**src/rtl/rv32_lsu_pkg.sv**
```systemverilog
// Shared definitions for the MEM-stage load/store unit: funct3 encodings,
// FSM state type, byte-enable patterns and store lane helpers.
package rv32_lsu_pkg;

  localparam logic [2:0] F3_LB  = 3'b000;
  localparam logic [2:0] F3_LH  = 3'b001;
  localparam logic [2:0] F3_LW  = 3'b010;
  localparam logic [2:0] F3_LBU = 3'b100;
  localparam logic [2:0] F3_LHU = 3'b101;
  localparam logic [2:0] F3_SB  = 3'b000;
  localparam logic [2:0] F3_SH  = 3'b001;
  localparam logic [2:0] F3_SW  = 3'b010;

  localparam logic [3:0] BE_WORD    = 4'b1111;
  localparam logic [3:0] BE_HALF_LO = 4'b0011;
  localparam logic [3:0] BE_HALF_HI = 4'b1100;

  typedef enum logic [1:0] {
    ST_IDLE = 2'd0,
    ST_REQ  = 2'd1,
    ST_RESP = 2'd2,
    ST_DONE = 2'd3
  } lsu_state_t;

  // Size code 2'b11 is not a legal RISC-V access; it behaves as a word.
  function automatic logic is_misaligned(input logic [1:0] size, input logic [1:0] offset);
    logic mis;
    case ({1'b0, size})
      F3_SB:   mis = 1'b0;
      F3_SH:   mis = offset[0];
      default: mis = (offset != 2'b00);
    endcase
    return mis;
  endfunction

  function automatic logic [3:0] store_be(input logic [1:0] size, input logic [1:0] offset);
    logic [3:0] be;
    case ({1'b0, size})
      F3_SB:   be = 4'b0001 << offset;
      F3_SH:   be = offset[1] ? BE_HALF_HI : BE_HALF_LO;
      default: be = BE_WORD;
    endcase
    return be;
  endfunction

  function automatic logic [31:0] store_wdata(input logic [1:0] size, input logic [31:0] data);
    logic [31:0] lanes;
    case ({1'b0, size})
      F3_SB:   lanes = {4{data[7:0]}};
      F3_SH:   lanes = {2{data[15:0]}};
      default: lanes = data;
    endcase
    return lanes;
  endfunction

endpackage

```
**src/rtl/lsu_load_align.sv**
```systemverilog
// Combinational load extraction: shifts the addressed bytes of the bus word
// down to bit 0 and sign- or zero-extends them according to funct3.
module lsu_load_align
  import rv32_lsu_pkg::*;
(
  input  logic [31:0] rdata,
  input  logic [1:0]  offset,
  input  logic [2:0]  funct3,
  output logic [31:0] result
);

  logic [31:0] shifted;

  assign shifted = rdata >> {offset, 3'b000};

  always_comb begin
    result = shifted;
    case (funct3)
      F3_LB:   result = {{24{shifted[7]}}, shifted[7:0]};
      F3_LBU:  result = {24'b0, shifted[7:0]};
      F3_LH:   result = {{16{shifted[15]}}, shifted[15:0]};
      F3_LHU:  result = {16'b0, shifted[15:0]};
      F3_LW:   result = shifted;
      default: result = shifted;
    endcase
  end

endmodule

```
**src/rtl/lsu_mem_stage.sv**
```systemverilog
// MEM-stage load/store unit driving a req/gnt/rvalid bus; stalls the pipe for
// the whole transaction. Optional bus watchdog enabled by `define LSU_TIMEOUT_EN.
module lsu_mem_stage
  import rv32_lsu_pkg::*;
#(
  parameter int TIMEOUT_CYCLES = 255
) (
  input  logic        clk,
  input  logic        rst,
  input  logic        mem_req_i,
  input  logic        mem_we_i,
  input  logic [2:0]  mem_funct3_i,
  input  logic [31:0] mem_addr_i,
  input  logic [31:0] mem_wdata_i,
  output logic        lsu_stall_o,
  output logic        load_valid_o,
  output logic [31:0] load_data_o,
  output logic        misaligned_o,
  output logic        bus_err_o,
  output logic        bus_req_o,
  output logic        bus_we_o,
  output logic [31:0] bus_addr_o,
  output logic [3:0]  bus_be_o,
  output logic [31:0] bus_wdata_o,
  input  logic        bus_gnt_i,
  input  logic        bus_rvalid_i,
  input  logic [31:0] bus_rdata_i,
  input  logic        bus_err_i,
  output lsu_state_t  dbg_state
);

  // Handshake: the request is held with stable bus_* until bus_gnt_i is seen
  // high at a rising edge in REQ; afterwards exactly one bus_rvalid_i (loads
  // and stores alike) completes it, with bus_err_i qualifying that cycle.
  lsu_state_t  state;
  logic        we_q;
  logic [2:0]  f3_q;
  logic [1:0]  off_q;
  logic [31:0] aligned_data;
  logic        mis_now;
  logic        timed_out;

  assign mis_now     = is_misaligned(mem_funct3_i[1:0], mem_addr_i[1:0]);
  assign lsu_stall_o = ((state == ST_IDLE) && mem_req_i) ||
                       (state == ST_REQ) || (state == ST_RESP);
  assign dbg_state   = state;

  lsu_load_align u_align (
    .rdata  (bus_rdata_i),
    .offset (off_q),
    .funct3 (f3_q),
    .result (aligned_data)
  );

`ifdef LSU_TIMEOUT_EN
  localparam int CW = $clog2(TIMEOUT_CYCLES + 1);
  localparam logic [CW-1:0] TO_LAST = CW'(TIMEOUT_CYCLES - 1);

  logic [CW-1:0] wait_cnt;

  // REQ is only entered from IDLE, so clearing in IDLE restarts the count on entry.
  always_ff @(posedge clk) begin
    if (!rst) begin
      wait_cnt <= '0;
    end else if (state == ST_IDLE) begin
      wait_cnt <= '0;
    end else if ((state == ST_REQ) || (state == ST_RESP)) begin
      wait_cnt <= wait_cnt + 1'b1;
    end
  end

  assign timed_out = ((state == ST_REQ) || (state == ST_RESP)) && (wait_cnt == TO_LAST);
`else
  logic unused_timeout;
  assign unused_timeout = (TIMEOUT_CYCLES == 0);
  assign timed_out      = 1'b0;
`endif

  always_ff @(posedge clk) begin
    if (!rst) begin
      state        <= ST_IDLE;
      we_q         <= 1'b0;
      f3_q         <= 3'b0;
      off_q        <= 2'b0;
      load_valid_o <= 1'b0;
      load_data_o  <= '0;
      misaligned_o <= 1'b0;
      bus_err_o    <= 1'b0;
      bus_req_o    <= 1'b0;
      bus_we_o     <= 1'b0;
      bus_addr_o   <= '0;
      bus_be_o     <= '0;
      bus_wdata_o  <= '0;
    end else begin
      load_valid_o <= 1'b0;
      if (timed_out) begin
        // Watchdog wins over a grant or response arriving in the same cycle.
        state        <= ST_DONE;
        bus_req_o    <= 1'b0;
        load_valid_o <= 1'b1;
        bus_err_o    <= 1'b1;
        load_data_o  <= '0;
      end else begin
        case (state)
          ST_IDLE: begin
            if (mem_req_i) begin
              we_q  <= mem_we_i;
              f3_q  <= mem_funct3_i;
              off_q <= mem_addr_i[1:0];
              if (mis_now) begin
                state        <= ST_DONE;
                load_valid_o <= 1'b1;
                misaligned_o <= 1'b1;
                load_data_o  <= '0;
              end else begin
                state       <= ST_REQ;
                bus_req_o   <= 1'b1;
                bus_we_o    <= mem_we_i;
                bus_addr_o  <= {mem_addr_i[31:2], 2'b00};
                bus_be_o    <= mem_we_i ? store_be(mem_funct3_i[1:0], mem_addr_i[1:0]) : BE_WORD;
                bus_wdata_o <= mem_we_i ? store_wdata(mem_funct3_i[1:0], mem_wdata_i) : '0;
              end
            end
          end
          ST_REQ: begin
            if (bus_gnt_i) begin
              bus_req_o <= 1'b0;
              state     <= ST_RESP;
            end
          end
          ST_RESP: begin
            if (bus_rvalid_i) begin
              state        <= ST_DONE;
              load_valid_o <= 1'b1;
              bus_err_o    <= bus_err_i;
              load_data_o  <= (we_q || bus_err_i) ? '0 : aligned_data;
            end
          end
          ST_DONE: begin
            state        <= ST_IDLE;
            misaligned_o <= 1'b0;
            bus_err_o    <= 1'b0;
          end
          default: state <= ST_IDLE;
        endcase
      end
    end
  end

endmodule

```
**config.mk**
```make
export PLATFORM = sky130hd
export DESIGN_NAME = lsu_mem_stage
export DESIGN_NICKNAME = d
export VERILOG_FILES = /design/src/rtl/rv32_lsu_pkg.sv /design/src/rtl/lsu_load_align.sv /design/src/rtl/lsu_mem_stage.sv
export SDC_FILE = /design/constraint.sdc
export NUM_CORES = 1
export LEC_CHECK = 0
export BUFFER_PORTS_ARGS = -buffer_cell sky130_fd_sc_hd__buf_4
export CAP_MARGIN = 40
export CORE_ASPECT_RATIO = 1.75
export CORE_MARGIN = 2
export CORE_UTILIZATION = 43
export DETAILED_ROUTE_END_ITERATION = 8
export PLACE_DENSITY = 0.83
export SYNTH_ARGS = -nofsm -noshare
export SYNTH_HDL_FRONTEND = slang
export SYNTH_SLANG_ARGS = --single-unit
```
**constraint.sdc**
```tcl
create_clock -name clk -period 1.6 [get_ports clk]
set_input_delay 0.32 -clock clk [delete_from_list [all_inputs] [get_ports clk]]
set_output_delay 0.32 -clock clk [all_outputs]
set_load 0.02 [all_outputs]
```
==> metrics.txt, run 1 <==
Worst Path Arrival=1.56 ns; insertion delay to the later sink of the worst-skew pair=0.35 ns; number of placement rows=52; global route total overflow=0; mean post-synth cell area=8.75 sq um; run status=finished, violations left; I/O Buffers=211; via count=5479; library cell appearing most often on the critical path=sky130_fd_sc_hd__buf_6; Worst EP required=1.28 ns; number of flops mapped to enable cells by yosys=0; worst setup slack after layout=-0.284 ns; DP Wirelength=12700 microns; clock slew at reported path FFs=0.08 ns; Post-Place Worst Slack=-0.0310 ns; most common cell after layout, fill and taps aside=sky130_fd_sc_hd__buf_4; number of iterations in the first detailed-routing pass=5; growth of design area from synthesis to finish=63.9%; warnings from Yosys=0; FFs w/ async S/R, synth=0%; RSZ-0062 raised after global routing=true; antenna fix cells=0; CTS H-tree depth=3; detailed-route vias per instance=5.73; global placement routability congestion=0.890; Final ANT Viol Nets=0; clock tree from TritonCTS=done; normalized max-slew margin=65.3%; path category of the worst min-delay check=input pin to flop; PD cells=1160 mW/mm^2; final routed wirelength across all metal layers=19100 microns; number of buffers created by CTS=9; series of cell instances along the critical path=inv_4 > buf_6 > ha_4 > or3_4 > buf_6; area enclosed by the die boundary=0.0125 sq mm; IO Count=214; Total Routing Usage GR=25.2%; number of DRC markers in iteration 0=186; Starting Density=43.6%; maximum number of pins on one net before global-route repair=53; period utilisation layout=118%; post-synthesis sequential area ratio=44.5%; dominant cells by area after synthesis=sky130_fd_sc_hd__dfxtp_1 (44%), sky130_fd_sc_hd__nand2_1 (6.5%), sky130_fd_sc_hd__a21oi_1 (6.2%); Clock Path Buffers=2; post-synth design cell area=0.00499 sq mm; Peak supply drop=0.908 mV; Root Driver=sky130_fd_sc_hd__clkbuf_16; violated checks=setup timing; wire length of the first global-routing pass=25100 microns; total number of clock tree sinks=111; area occupied by multi-input gates=0.00300 sq mm; total setup violations reported at the end of the flow=31; fraction of final layout cells with drive strength greater than 1=47.9%; Clock Skews=0.00798 ns; highest net fanout along the worst path=3; count of pins over their slew limit=0; unique cell type count in the Yosys netlist=49; most frequent cells in the layout=sky130_fd_sc_hd__buf_4 (246), sky130_fd_sc_hd__dfxtp_1 (109), sky130_fd_sc_hd__nand2_1 (84); crit path kind=flop to output pin; #FFs+latches synth=111; largest stage delay on the critical path=0.38 ns; prevailing post-synth register cell=sky130_fd_sc_hd__dfxtp_1; Achievable Freq=531 MHz; die width=85.5 microns; initial antenna violation count=0; worst reg2reg setup slack=-0.14 ns; number of remaining DRC errors=0; Core Box Area=0.0115 sq mm; # hold bufs at CTS=0; biggest area consumer among synthesized cells=sky130_fd_sc_hd__dfxtp_1; Wirelength per Cell=20.0 microns; sort of element at the end of the critical path=output pin; total power after layout=9.49 mW; transition at the pin with the smallest max-transition slack=0.518 ns; minimum period implied by the final worst setup slack=1.88 ns; sequential cell area in the final layout=0.00223 sq mm; max cap viols=0; leakage dissipation=3.54 nW; cell count after synthesis=571; share of Yosys cell area claimed by the top area cell type=44.5%; die outline height=147 microns; # nets final=927; Final Hold Viols=0; cell at the slowest stage of the critical path=sky130_fd_sc_hd__dfxtp_4; critical path launch point type=flop; via count of the first global-routing pass=5086; Layout fillers=806
[cell families after synthesis]
family | count (synthesis) | synth area share (%)
AOI/OAI and AO/OA | 167 | 21.7
and+or+nand+nor | 180 | 15.8
other | 1 | 0.0751
buffers and inverters | 53 | 5.01
muxes | 53 | 11.5
xor gates and xnor gates | 1 | 0.175
adders and majority gates | 5 | 1.25
DFF | 111 | 44.5
[repair_timing]
action                                  CTS  global route
endpoints found under the setup margin   16           101
resized for setup                        26            68
gates cloned                              1            14
setup buffers                             3             5
pin swaps                                 4             2
[where the power goes]
group	switching [mW]	total [mW]	internal (mW)
Sequential	0.191	3.22	3.02
Clock	1.12	2.23	1.11
Combinational	2.14	4.04	1.90
[cell usage after synthesis, types with 2 or more instances]
cell                        count
sky130_fd_sc_hd__buf_2         23
sky130_fd_sc_hd__a21oi_2        2
sky130_fd_sc_hd__or2_2          2
sky130_fd_sc_hd__a22oi_1       32
sky130_fd_sc_hd__nor2_1        44
sky130_fd_sc_hd__nor3_1         2
sky130_fd_sc_hd__o21ai_0       25
sky130_fd_sc_hd__mux2_2        25
sky130_fd_sc_hd__clkbuf_1      17
sky130_fd_sc_hd__nand2b_1       3
sky130_fd_sc_hd__nand3_1       27
sky130_fd_sc_hd__o311ai_0       9
sky130_fd_sc_hd__dfxtp_1      111
sky130_fd_sc_hd__nand2_1       86
sky130_fd_sc_hd__buf_4          4
sky130_fd_sc_hd__nand3b_1       7
sky130_fd_sc_hd__o21bai_1       2
sky130_fd_sc_hd__o2bb2ai_1     16
sky130_fd_sc_hd__mux2i_1       27
sky130_fd_sc_hd__inv_1          5
sky130_fd_sc_hd__a21oi_1       62
sky130_fd_sc_hd__ha_1           5
sky130_fd_sc_hd__o211ai_1       8
sky130_fd_sc_hd__buf_1          2
[path summary, 6_finish.rpt]
| kind | from | end | cells past startpoint |
|---|---|---|---|
| worst max-delay path | dbg_state[1] | lsu_stall_o | 5 |
| worst min-delay path | mem_addr_i[23] | bus_addr_o[23] | 3 |
| worst min register to register | bus_addr_o[7] | bus_addr_o[7] | 2 |
| worst max register to register | dbg_state[0] | load_data_o[18] | 8 |
[routing by layer]
metal  share of wire (%)  vias to the layer above  global-route usage [%]
met5                   0                        -                       0
met4                 5.0                        0                    12.6
met3                 7.4                       59                    6.05
met2                  55                      287                    46.1
met1                  33                     2592                    26.0
li1                    -                     2541                       -
[registers in the layout (all words and copies together) (netlist names)]
signal	count
load_valid_o	1
load_data_o	32
bus_wdata_o	32
we_q	1
off_q	2
bus_addr_o	30
dbg_state	2
bus_be_o	4
f3_q	3
bus_err_o	1
misaligned_o	1
bus_req_o	1
bus_we_o	1
[through the flow]
step	utilization [%]	hold slack, ns	area (sq um)	cells	TNS (ns)
final	71.5	0.208	8180	956	-2.39
after floorplan	-	0.432	5070	572	-0.520
after global placement	61.5	0.443	7050	918	0
after global routing	71.5	0.201	8180	956	-5.09
after detailed placement	61.5	0.447	7050	918	-0.113
after CTS	65.5	0.201	7500	938	-3.05
[cell type report]
cell class,count,share of cell area [%]
multi-input combinational,409,36.7
timing repair buffer,279,30.0
sequential,111,27.2
clock buffer,9,2.75
tap,135,2.06
clock inverter,7,0.902
inverter,6,0.367
[worst max-delay path, delay by kind of cell, from the launching register on]
family        cells  cell delay, ns
buf+inv           3            0.31
flops             1            0.38
simple gates      1            0.38
fa+ha+maj         1            0.15
No activity file was read; power rests on OpenSTA's default activity.
==> inputs of run 2 (changes only) <==
- SETUP_SLACK_MARGIN: default -> 0.02
==> run 2 against run 1 <==
  * The flow still finishes with violations (setup timing)
  * Combinational power grew 5%
  * Sequential power is essentially flat
  * Total power grew 2.2%
  * Hold slack lost 0.0018 ns
  * Critical path type unchanged
  * Flip-flop and latch count is the same
  * Register-to-register slack is essentially flat
==> metrics.txt, run 2 (same netlist as run 1, synthesis figures left out) <==
global route total overflow=0; worst hold path endpoint=bus_addr_o[23]; number of iterations in the first detailed-routing pass=4; worst reg2reg startpoint=dbg_state[0]; normalized max-slew margin=65.8%; Layout fillers=775; Internal Dissipation=6.12 mW; clock slew at reported path FFs=0.08 ns; CTS H-tree depth=3; Final Hold Viols=0; number of remaining DRC errors=0; Worst Path Arrival=1.56 ns; wire length of the first global-routing pass=25400 microns; minimum period implied by the final worst setup slack=1.88 ns; detailed-route vias per instance=5.78; area enclosed by the die boundary=0.0125 sq mm; crit path kind=flop to output pin; highest net fanout along the worst path=3; Root Driver=sky130_fd_sc_hd__clkbuf_16; hold path start=mem_addr_i[23]; RSZ-0062 raised after global routing=true; most frequent cells in the layout=sky130_fd_sc_hd__buf_4 (244), sky130_fd_sc_hd__dfxtp_1 (109), sky130_fd_sc_hd__nand2_1 (83); I/O Buffers=211; Final ANT Viol Nets=0; total setup violations reported at the end of the flow=34; Peak supply drop=0.896 mV; IO Count=214; total number of clock tree sinks=111; number of placement rows=52; # nets final=928; global placement routability congestion=0.890; non-filler instance count after layout=957; cells on worst reg2reg path=8; Starting Density=43.6%; leakage dissipation=3.59 nW; switching part of the total power=36.8%; antenna fix cells=0; most common cell after layout, fill and taps aside=sky130_fd_sc_hd__buf_4; violated checks=setup timing; critical path launch point type=flop; period utilisation layout=118%; transition at the pin with the smallest max-transition slack=0.511 ns; worst setup slack after layout=-0.283 ns; via count=5535; die outline height=147 microns; max cap viols=0; reg-to-reg endpoint=load_data_o[17]; run status=finished, violations left; final-layout worst hold slack=0.207 ns; combinational share of power=43.7%; number of DRC markers in iteration 0=231; part of the total power dissipated in sequential elements=33.2%; clock tree from TritonCTS=done; Wirelength per Cell=20.2 microns; net switching component of the power=3.57 mW; hold depth=3; number of buffers created by CTS=9; sort of element at the end of the critical path=output pin; initial antenna violation count=0; DP Wirelength=12700 microns; path category of the worst min-delay check=input pin to flop; maximum number of pins on one net before global-route repair=53; count of pins over their slew limit=0; PD cells=1160 mW/mm^2; worst reg2reg setup slack=-0.15 ns; via count of the first global-routing pass=5157; Core Box Area=0.0115 sq mm; Worst EP required=1.28 ns; Cells after DPL=918; growth of design area from synthesis to finish=66.8%; final routed wirelength across all metal layers=19300 microns; Total Routing Usage GR=25.6%; Achievable Freq=531 MHz; die width=85.5 microns; top flop regs=bus_wdata_o x32, load_data_o x32, bus_addr_o x30; clock share of power=23.1%; Clock Skews=0.00738 ns; insertion delay to the later sink of the worst-skew pair=0.35 ns; fraction of final layout cells with drive strength greater than 1=49.9%; Clock Path Buffers=2
-- run 2: changes by cell type in the layout (fill, tap and decap cells not counted), sizes merged --
cell,before,now
buf,269,271
clkbuf,19,18
-- run 2: timing repair --
item,CTS,global route
endpoints found under the setup margin,20,99
hold buffers,0,0
setup buffers,3,5
cloned,2,14
gates resized for setup,42,72
pin swaps,4,16
-- run 2: area by class of cell --
cell class                 instances  area (sq um)  area share (%)
multi-input combinational        409          3120            37.4
timing repair buffer             280          2490            29.8
sequential                       111          2230            26.8
clock buffer                       9           225            2.70
tap                              135           169            2.03
clock inverter                     7          73.8           0.886
inverter                           6          30.0           0.360
-- run 2: worst max path at each step --
stage               slack [ns]  cells past startpoint              end       startpoint
global placement          0.02                      6  load_data_o[15]  bus_rdata_i[23]
CTS                      -0.29                      5      lsu_stall_o     dbg_state[1]
finish                   -0.28                      5      lsu_stall_o     dbg_state[1]
detailed placement       -0.03                      7  load_data_o[20]     dbg_state[0]
global route             -0.33                      5      lsu_stall_o     dbg_state[1]
floorplan                -0.05                      7  load_data_o[21]     dbg_state[0]
-- run 2: worst max-delay path, stage by stage (launching register included) --
cell	delay (ns)
sky130_fd_sc_hd__dfxtp_4	0.39
sky130_fd_sc_hd__inv_4	0.05
sky130_fd_sc_hd__buf_6	0.12
sky130_fd_sc_hd__ha_4	0.15
sky130_fd_sc_hd__or3_4	0.38
sky130_fd_sc_hd__buf_6	0.14
-- run 2: per-stage QoR --
stage / power [mW] / worst slack, ns / area (sq um) / utilization [%] / setup TNS, ns
3_3_place_gp: 6.28 / 0.0210 / 7050 / 61.5 / 0
4_1_cts: 8.96 / -0.288 / 7610 / 66.5 / -4.25
5_1_grt: 10.1 / -0.329 / 8330 / 72.7 / -6.81
3_5_place_dp: 6.42 / -0.0310 / 7050 / 61.5 / -0.113
2_1_floorplan: 5.06 / -0.0492 / 5070 / - / -0.520
6_report: 9.69 / -0.283 / 8330 / 72.7 / -4.46
-- run 2: power groups by stage --
| stage | Clock (mW) | Combinational (mW) | Sequential [mW] |
|---|---|---|---|
| 5_1_grt | 2.37 | 4.48 | 3.24 |
| 6_report | 2.23 | 4.24 | 3.22 |
| 3_5_place_dp | 0 | 3.16 | 3.26 |
| 2_1_floorplan | 0 | 1.56 | 3.50 |
| 3_3_place_gp | 0 | 3.04 | 3.25 |
| 4_1_cts | 2.26 | 3.50 | 3.20 |
-- run 2: layer usage --
metal  track usage (%)  vias to the layer above  routed length (microns)
li1                  -                     2542                        -
met1              26.3                     2652                     6220
met2              46.6                      274                    10600
met3              6.22                       67                     1490
met4              13.6                        0                     1050
met5                 0                        -                        0
==> inputs of run 3 (changes only) <==
- CORE_ASPECT_RATIO: 1.75 -> 0.9
- CTS_CLUSTER_SIZE: default -> 28
==> run 3 against run 2 <==
  * The run still ends with setup timing left
  * Register-to-register slack lost 0.07 ns
  * Highest routed layer unchanged
  * First-iteration DRC count up 87%
  * Routed wire length grew 4.5%
  * Largest power group unchanged
  * Cell count up 2.3%
==> metrics.txt, run 3 (same netlist as run 1, synthesis figures left out) <==
most frequent cells in the layout=sky130_fd_sc_hd__buf_4 (246), sky130_fd_sc_hd__dfxtp_1 (109), sky130_fd_sc_hd__nand2_1 (77); Peak supply drop=0.944 mV; net switching component of the power=3.49 mW; final cell area excluding filler cells=0.00833 sq mm; path category of the worst min-delay check=input pin to flop; die outline height=106 microns; period utilisation layout=119%; Total Routing Usage GR=26.2%; summed negative setup slack over all endpoints=-5.90 ns; Starting Density=43.9%; # hold bufs at CTS=0; global placement routability congestion=0.882; die width=118 microns; area enclosed by the die boundary=0.0125 sq mm; clock slew at reported path FFs=0.07 ns; I/O Buffers=211; via count=5657; DP Wirelength=12100 microns; Clock Skews=0.00792 ns; Internal Dissipation=6.32 mW; Final Hold Viols=0; violated checks=setup timing; Post-Place Cell Area=0.00705 sq mm; number of remaining DRC errors=0; combinational share of power=43.2%; most common cell after layout, fill and taps aside=sky130_fd_sc_hd__buf_4; sequential cell area in the final layout=0.00223 sq mm; antenna fix cells=0; minimum period implied by the final worst setup slack=1.90 ns; CTS H-tree depth=3; Wirelength per Cell=20.6 microns; maximum number of pins on one net before global-route repair=36; final routed wirelength across all metal layers=20200 microns; clock tree from TritonCTS=done; global route total overflow=0; total number of clock tree sinks=111; max cap viols=0; growth of design area from synthesis to finish=66.7%; run status=finished, violations left; series of cell instances along the critical path=inv_4 > ha_4 > and2_4 > or3_4 > buf_6; area occupied by multi-input gates=0.00305 sq mm; Core Box Area=0.0114 sq mm; Clock Path Buffers=2; largest stage delay on the critical path=0.38 ns; count of pins over their slew limit=0; # nets final=929; Achievable Freq=527 MHz; total setup violations reported at the end of the flow=60; worst setup slack after layout=-0.296 ns; sort of element at the end of the critical path=output pin; Worst EP required=1.28 ns; Final ANT Viol Nets=0; Layout fillers=804; number of buffers created by CTS=9; crit path kind=flop to output pin; clock share of power=23.9%; highest net fanout along the worst path=3; wire length of the first global-routing pass=26400 microns; Worst Path Arrival=1.58 ns; number of DRC markers in iteration 0=433; Root Driver=sky130_fd_sc_hd__clkbuf_16; part of the total power dissipated in sequential elements=32.9%; PD cells=1180 mW/mm^2; via count of the first global-routing pass=5269; number of placement rows=37; fraction of final layout cells with drive strength greater than 1=49.3%; IO Count=214; leakage dissipation=3.60 nW; detailed-route vias per instance=5.78; Post-Place Worst Slack=-0.0325 ns; critical path launch point type=flop; switching part of the total power=35.6%; RSZ-0062 raised after global routing=true; initial antenna violation count=0; top flop regs=bus_wdata_o x32, load_data_o x32, bus_addr_o x30; insertion delay to the later sink of the worst-skew pair=0.36 ns; number of iterations in the first detailed-routing pass=5; cell at the slowest stage of the critical path=sky130_fd_sc_hd__dfxtp_4; final-layout worst hold slack=0.210 ns
run 3: cell types whose count changed in the layout (fill, tap and decap cells not counted), moves of 5 or more:
cell	before	now
sky130_fd_sc_hd__o2bb2ai_1	0	15
sky130_fd_sc_hd__o2bb2ai_2	15	1
sky130_fd_sc_hd__a21oi_1	56	49
sky130_fd_sc_hd__a21oi_2	5	12
sky130_fd_sc_hd__nand2_1	83	77
sky130_fd_sc_hd__o21ai_0	20	25
run 3: critical path, delay by kind of cell (launching register included):
kind,cells,cell delay (ns)
buffers and inverters,2,0.19
AND/OR/NAND/NOR,2,0.50
flip-flops,1,0.38
adder cells (fa/ha/maj),1,0.15
run 3: final cells by class:
cell class,count,area share [%]
multi-input combinational,409,36.6
timing repair buffer,281,30.2
sequential,111,26.8
clock buffer,13,3.50
tap,156,2.34
inverter,6,0.331
clock inverter,3,0.270
run 3: repair_timing:
action	CTS	global route
pin swaps	4	26
cloned	3	13
setup buffers	3	11
gates resized for setup	18	89
endpoints found under the setup margin	18	95
run 3: final timing paths:
kind                  start         endpoint  slack, ns  depth (start not counted)
min          mem_addr_i[20]   bus_addr_o[20]       0.21                          3
max reg2reg    dbg_state[1]  load_data_o[27]      -0.22                          8
max            dbg_state[1]      lsu_stall_o      -0.30                          5
min reg2reg  bus_addr_o[25]   bus_addr_o[25]       0.46                          2
run 3: power groups by stage:
| stage | Sequential [mW] | Combinational [mW] | Clock [mW] |
|---|---|---|---|
| floorplan | 3.50 | 1.56 | 0 |
| global placement | 3.25 | 3.02 | 0 |
| detailed placement | 3.27 | 3.12 | 0 |
| CTS | 3.20 | 3.33 | 2.35 |
| global route | 3.26 | 4.46 | 2.45 |
| finish | 3.23 | 4.23 | 2.34 |
run 3: per-stage QoR:
| step | std cells | utilization (%) | power [mW] |
|---|---|---|---|
| after global placement | 935 | 61.9 | 6.27 |
| after floorplan | 572 | - | 5.06 |
| after CTS | 957 | 66.2 | 8.89 |
| final | 979 | 73.1 | 9.80 |
| after detailed placement | 935 | 61.9 | 6.39 |
| after global routing | 979 | 73.1 | 10.2 |
run 3: per-layer routing:
metal  share of wire [%]  global-route usage [%]
met5                   0                       0
met4                 4.1                    11.7
met3                 9.1                    9.55
met2                  51                    45.8
met1                  35                    28.6
